==> config.mk <==
export PLATFORM = sky130hd
export DESIGN_NAME = pipelined_subtractor_16b
export DESIGN_NICKNAME = d
export VERILOG_FILES = /design/src/rtl/math_pkg.sv /design/src/rtl/sub_slice_8b.sv /design/src/rtl/pipelined_subtractor_16b.sv
export SDC_FILE = /design/constraint.sdc
export NUM_CORES = 1
export LEC_CHECK = 0
export CAP_MARGIN = 20
export CORE_ASPECT_RATIO = 0.9
export CORE_MARGIN = 2
export CORE_UTILIZATION = 25
export CTS_BUF_LIST = sky130_fd_sc_hd__clkbuf_4 sky130_fd_sc_hd__clkbuf_8 sky130_fd_sc_hd__clkbuf_16
export DETAILED_ROUTE_END_ITERATION = 8
export DONT_BUFFER_PORTS = 1
export PLACE_DENSITY = 0.44
export SYNTH_ARGS = -nofsm -noshare
export SYNTH_HDL_FRONTEND = slang
export SYNTH_SLANG_ARGS = --single-unit
==> constraint.sdc <==
create_clock -name clk_i -period 3.85 [get_ports clk_i]
set_clock_uncertainty 0.2 [all_clocks]
set_input_delay 0.77 -clock clk_i [delete_from_list [all_inputs] [get_ports clk_i]]
set_output_delay 0.77 -clock clk_i [all_outputs]
set_load 0.02 [all_outputs]
==> src/rtl/math_pkg.sv <==
// Shared widths and stage types for the two-stage 16-bit subtractor.
package math_pkg;

  localparam int WIDTH = 16;
  localparam int HALF  = 8;

  // Everything the upper half needs once the lower byte is resolved.
  typedef struct packed {
    logic [HALF-1:0] diff_lo;
    logic            borrow;
    logic [HALF-1:0] op1_hi;
    logic [HALF-1:0] op2_hi;
  } s1_payload_t;

  typedef struct packed {
    logic [WIDTH-1:0] diff;
    logic             borrow;
    logic             overflow;
    logic             zero;
    logic             neg;
  } result_t;

  function automatic logic [WIDTH-1:0] sat_value(input logic op1_sign);
    return op1_sign ? {1'b1, {(WIDTH-1){1'b0}}} : {1'b0, {(WIDTH-1){1'b1}}};
  endfunction

endpackage

==> src/rtl/sub_slice_8b.sv <==
// 8-bit difference slice with borrow chaining and a sign-overflow term.
module sub_slice_8b
  import math_pkg::*;
(
  input  logic [HALF-1:0] a,
  input  logic [HALF-1:0] b,
  input  logic            borrow_in,
  output logic [HALF-1:0] diff,
  output logic            borrow_out,
  output logic            overflow
);

  logic [HALF:0] full;

  // Extra top bit of the widened subtraction is the unsigned borrow.
  assign full       = {1'b0, a} - {1'b0, b} - {{HALF{1'b0}}, borrow_in};
  assign diff       = full[HALF-1:0];
  assign borrow_out = full[HALF];
  assign overflow   = (a[HALF-1] != b[HALF-1]) && (diff[HALF-1] != a[HALF-1]);

endmodule

==> src/rtl/pipelined_subtractor_16b.sv <==
// Two-stage valid/ready 16-bit subtractor split at bit 8.
// Define SUB_SAT_EN to saturate diff_o on signed overflow.
module pipelined_subtractor_16b
  import math_pkg::*;
(
  input  logic        clk_i,
  input  logic        rst_i,
  input  logic        in_valid_i,
  output logic        in_ready_o,
  input  logic [15:0] op1_i,
  input  logic [15:0] op2_i,
  input  logic        borrow_i,
  output logic        out_valid_o,
  input  logic        out_ready_i,
  output logic [15:0] diff_o,
  output logic        borrow_o,
  output logic        overflow_o,
  output logic        zero_o,
  output logic        neg_o
);

  logic        s1_valid;
  logic        s2_valid;
  logic        s1_loads;
  logic        s2_loads;
  s1_payload_t s1_q;
  s1_payload_t s1_d;
  result_t     s2_q;
  result_t     s2_d;

  logic [HALF-1:0]  lo_diff;
  logic             lo_borrow;
  logic             unused_lo_ovf;
  logic [HALF-1:0]  hi_diff;
  logic             hi_borrow;
  logic             hi_ovf;
  logic [WIDTH-1:0] raw_diff;
  logic [WIDTH-1:0] final_diff;

  assign s2_loads   = !s2_valid || out_ready_i;
  assign s1_loads   = !s1_valid || s2_loads;
  assign in_ready_o = s1_loads;

  sub_slice_8b u_slice_lo (
    .a          (op1_i[HALF-1:0]),
    .b          (op2_i[HALF-1:0]),
    .borrow_in  (borrow_i),
    .diff       (lo_diff),
    .borrow_out (lo_borrow),
    .overflow   (unused_lo_ovf)
  );

  always_comb begin
    s1_d         = '0;
    s1_d.diff_lo = lo_diff;
    s1_d.borrow  = lo_borrow;
    s1_d.op1_hi  = op1_i[WIDTH-1:HALF];
    s1_d.op2_hi  = op2_i[WIDTH-1:HALF];
  end

  sub_slice_8b u_slice_hi (
    .a          (s1_q.op1_hi),
    .b          (s1_q.op2_hi),
    .borrow_in  (s1_q.borrow),
    .diff       (hi_diff),
    .borrow_out (hi_borrow),
    .overflow   (hi_ovf)
  );

  assign raw_diff = {hi_diff, s1_q.diff_lo};

`ifdef SUB_SAT_EN
  assign final_diff = hi_ovf ? sat_value(s1_q.op1_hi[HALF-1]) : raw_diff;
`else
  assign final_diff = raw_diff;
`endif

  // Flags describe the value actually presented on diff_o.
  always_comb begin
    s2_d          = '0;
    s2_d.diff     = final_diff;
    s2_d.borrow   = hi_borrow;
    s2_d.overflow = hi_ovf;
    s2_d.zero     = (final_diff == '0);
    s2_d.neg      = final_diff[WIDTH-1];
  end

  always_ff @(posedge clk_i) begin
    if (rst_i) begin
      s1_valid <= 1'b0;
      s2_valid <= 1'b0;
      s1_q     <= '0;
      s2_q     <= '0;
    end else begin
      if (s1_loads) begin
        s1_valid <= in_valid_i;
        if (in_valid_i) s1_q <= s1_d;
      end
      if (s2_loads) begin
        s2_valid <= s1_valid;
        if (s1_valid) s2_q <= s2_d;
      end
    end
  end

  assign out_valid_o = s2_valid;
  assign diff_o      = s2_q.diff;
  assign borrow_o    = s2_q.borrow;
  assign overflow_o  = s2_q.overflow;
  assign zero_o      = s2_q.zero;
  assign neg_o       = s2_q.neg;

endmodule

==> summary.txt <==
Place
  – Half-perimeter wire length after detailed placement: 4803 um
  – Number of port buffers: 0
  – RePlAce Congestion: 0.7425
  – Cell total after placement: 455

Synthesis
  – Share of async-settable or async-resettable flops after synthesis: 0
  – Most frequent cell after synthesis: nand2_1
  – Synthesized area divided by synthesized cell count: 7.732 um2
  – Cells after Synth: 339
  – Number of synthesized flops with an enable pin: 0
  – Post-synthesis cell type with the largest combined area: dfxtp_1
  – Combined area of all synthesized cells: 0.002621 mm2
  – Main flop type after synthesis: dfxtp_1
  – Most instantiated cells after synthesis: 67 x nand2_1, 50 x inv_1, 46 x dfxtp_1
  – Synth Net Count: 406
  – Main area contributors after synthesis: dfxtp_1 35%, ha_1 12%, nand2_1 9.6%
  – Count of warnings emitted by yosys: 0
  – Post-synthesis sequential element count: 46
  – Sequential element share of the synthesized area: 0.3513
  – Share of the synthesized area in the top cell type: 0.3513
  – Cell variety after synth: 47

STA
  – Transition time at the pin with the least slew margin: 0.7842 ns
  – Post-route clock period utilization: 0.6763
  – Setup repair after global routing missed its margin: false
  – Min Clock Period, post-route: 2.604 ns
  – Total Negative Setup Slacks: 0 ns
  – Final count of hold timing violations: 0
  – Number of setup violations in the final report: 0
  – Slew Viols, Final: 0
  – Maximum clock frequency: 384.1 MHz
  – Slew headroom: 0.4759

Routing
  – Number of detailed-route iterations in the first pass: 4
  – Number of DRC markers in iteration 0: 77
  – Routed wire per std cell: 13.76 um
  – Residual DRC count: 0
  – DRT Wirelength: 6373 um
  – Number of antenna-violating nets in the routed design: 0
  – Via density: 4.620
  – Via count: 2139

Worst hold path
  – Hold-critical path depth: 2
  – Worst min-delay path category: reg2reg

CTS
  – Post CTS Setup Buffer Count: 0
  – Hold-fix buffer count after cts: 0
  – H-tree depth: 2
  – Max clock buf depth: 2
  – Count of instances resized after the clock tree is built: 0
  – Clock input transition at the sequential cells of the worst setup and hold paths: 0.06 ns
  – Number of clock sinks: 46
  – Number of buffers inserted during clock tree synthesis: 5
  – Clock latency reported for the late side of the worst-skew pair: 0.28 ns
  – CTS tree: built
  – Clk Tree Root Cell: clkbuf_16

Pwr
  – Leakage power total: 1.227 nW
  – Cell area power density: 440.3 mW/mm2
  – Sum of internal, switching and leakage power: 1.272 mW
  – Peak supply drop: 0.1608 mV

Worst setup path
  – Reg-to-reg setup timing slack: 1.25 ns
  – Critical path data required time: 3.83 ns
  – End of the critical path: overflow_o
  – R2r endpoint: overflow_o
  – Length in cells of the worst reg-to-reg path: 9
  – Arr. time, crit path: 2.59 ns
  – Start point of the critical path: s1_q[0]
  – Maximum fanout along the worst path: 3
  – Kind of start point of the critical path: flop
  – Category of the critical setup timing path: reg2reg
  – Startpoint of the lowest-slack register-to-register path: s1_q[0]
  – Critical Path End Type: flop

GRT
  – Maximum number of pins on one net before global-route repair: 47
  – First-pass GRT wire length: 10610 um
  – Initial antenna violation count: 0
  – GRT overflow: 0
  – GRT Util Overall: 0.1168
  – Number of global-route vias before repair: 2075

Layout
  – Antenna cell count: 0
  – Cell Count, Final, Fillers Out: 463
  – Fraction of final layout cells sized beyond drive strength 1: 0.03593
  – Post-layout net count: 400
  – Area Overhead vs Synth: 10.21%
  – Fill cells: 1138

Die
  – Std-Cell Core Area: 0.01020 mm2
  – Effective utilization at floorplan: 0.2569
  – # IOs: 59
  – Die X-Extent: 111.9 um
  – Number of standard-cell rows in the floorplan: 35
  – Area of the die: 0.01132 mm2
  – Chip height: 101.1 um

Flow run
  – Maximum Capacitance Violations: 0

Status
  – Outcome: completed
==> how the worst min path moves through the flow <==
stage | start | endpoint | slack [ns]
floorplan | s1_q[0] | s1_q[0] | 0.24
global placement | s1_q[0] | s1_q[0] | 0.24
detailed placement | s1_q[0] | s1_q[0] | 0.24
CTS | s1_q[0] | s1_q[0] | 0.25
global route | s1_q[0] | s1_q[0] | 0.27
finish | s1_q[0] | s1_q[0] | 0.25
==> cell usage in the layout (no fill, tap or decap), types with 3 or more instances in the layout <==
cell type,netlist,final
nor3_1,7,7
o21ai_0,7,7
clkbuf_16,0,5
a21oi_1,41,41
fa_1,4,4
nand2_1,67,67
xor2_1,6,6
a211oi_1,3,3
ha_1,26,26
a31oi_1,3,3
nand3_1,8,8
dfxtp_1,46,46
nor4_1,3,3
nor2_1,11,11
inv_1,50,50
or3_1,4,4
o21a_1,3,3
==> stage by stage <==
step	util	worst slack (ns)	instance area, um2	hold WS [ns]
3_3_place_gp	0.2683	1.081	2738	0.2386
5_1_grt	0.2831	1.100	2889	0.2718
3_5_place_dp	0.2683	1.027	2738	0.2415
6_report	0.2831	1.246	2889	0.2491
2_1_floorplan	-	1.190	2621	0.2363
4_1_cts	0.2831	1.220	2889	0.2508
==> final cells by class <==
type	instances	area, um2	area share
tap	129	161.4	0.05587
clock buffer	7	146.4	0.05067
inverter	51	191.4	0.06626
clock inverter	1	5.005	0.001732
sequential	46	920.9	0.3188
multi-input combinational	227	1449	0.5015
timing repair buffer	2	15.01	0.005197
==> flip-flops by register name, indices dropped and copies added, names as in the netlist <==
signal / cells
diff_o: 16
borrow_o: 1
s1_q: 17
zero_o: 1
out_valid_o: 1
s1_valid: 1
final_diff: 8
overflow_o: 1
==> power by group <==
| group | switching (mW) | internal (mW) |
|---|---|---|
| combinational | 0.163 | 0.116 |
| clock | 0.175 | 0.265 |
| sequential | 0.0431 | 0.510 |
==> kinds of logic (layout without fill, tap and decap cells) <==
| family | count (synthesis) | count (layout) | share of synthesized area |
|---|---|---|---|
| adder cells (fa/ha/maj) | 30 | 30 | 0.1547 |
| multiplexers | 1 | 1 | 0.004296 |
| buffers and inverters | 66 | 61 | 0.09594 |
| flip-flops | 46 | 46 | 0.3513 |
| AO/OA/AOI/OAI | 75 | 75 | 0.1737 |
| XOR/XNOR | 8 | 8 | 0.02673 |
| AND/OR/NAND/NOR | 113 | 113 | 0.1933 |
==> layer usage <==
metal  GRT usage  part of all wire  vias up
met4     0.03659             0.013        0
met1      0.1666              0.51      975
met5           0                 0        -
li1            -                 -     1109
met3     0.03291             0.063        8
met2      0.1716              0.42       47
==> worst max-delay path, stage by stage (launching register included) <==
cell,delay [ns]
dfxtp_1,0.32
inv_1,0.06
fa_1,0.55
inv_1,0.05
ha_1,0.17
o21ai_1,0.22
a21oi_1,0.13
mux2_2,0.30
or2_1,0.26
o311ai_2,0.26
Power figures use the tool's default switching activity.
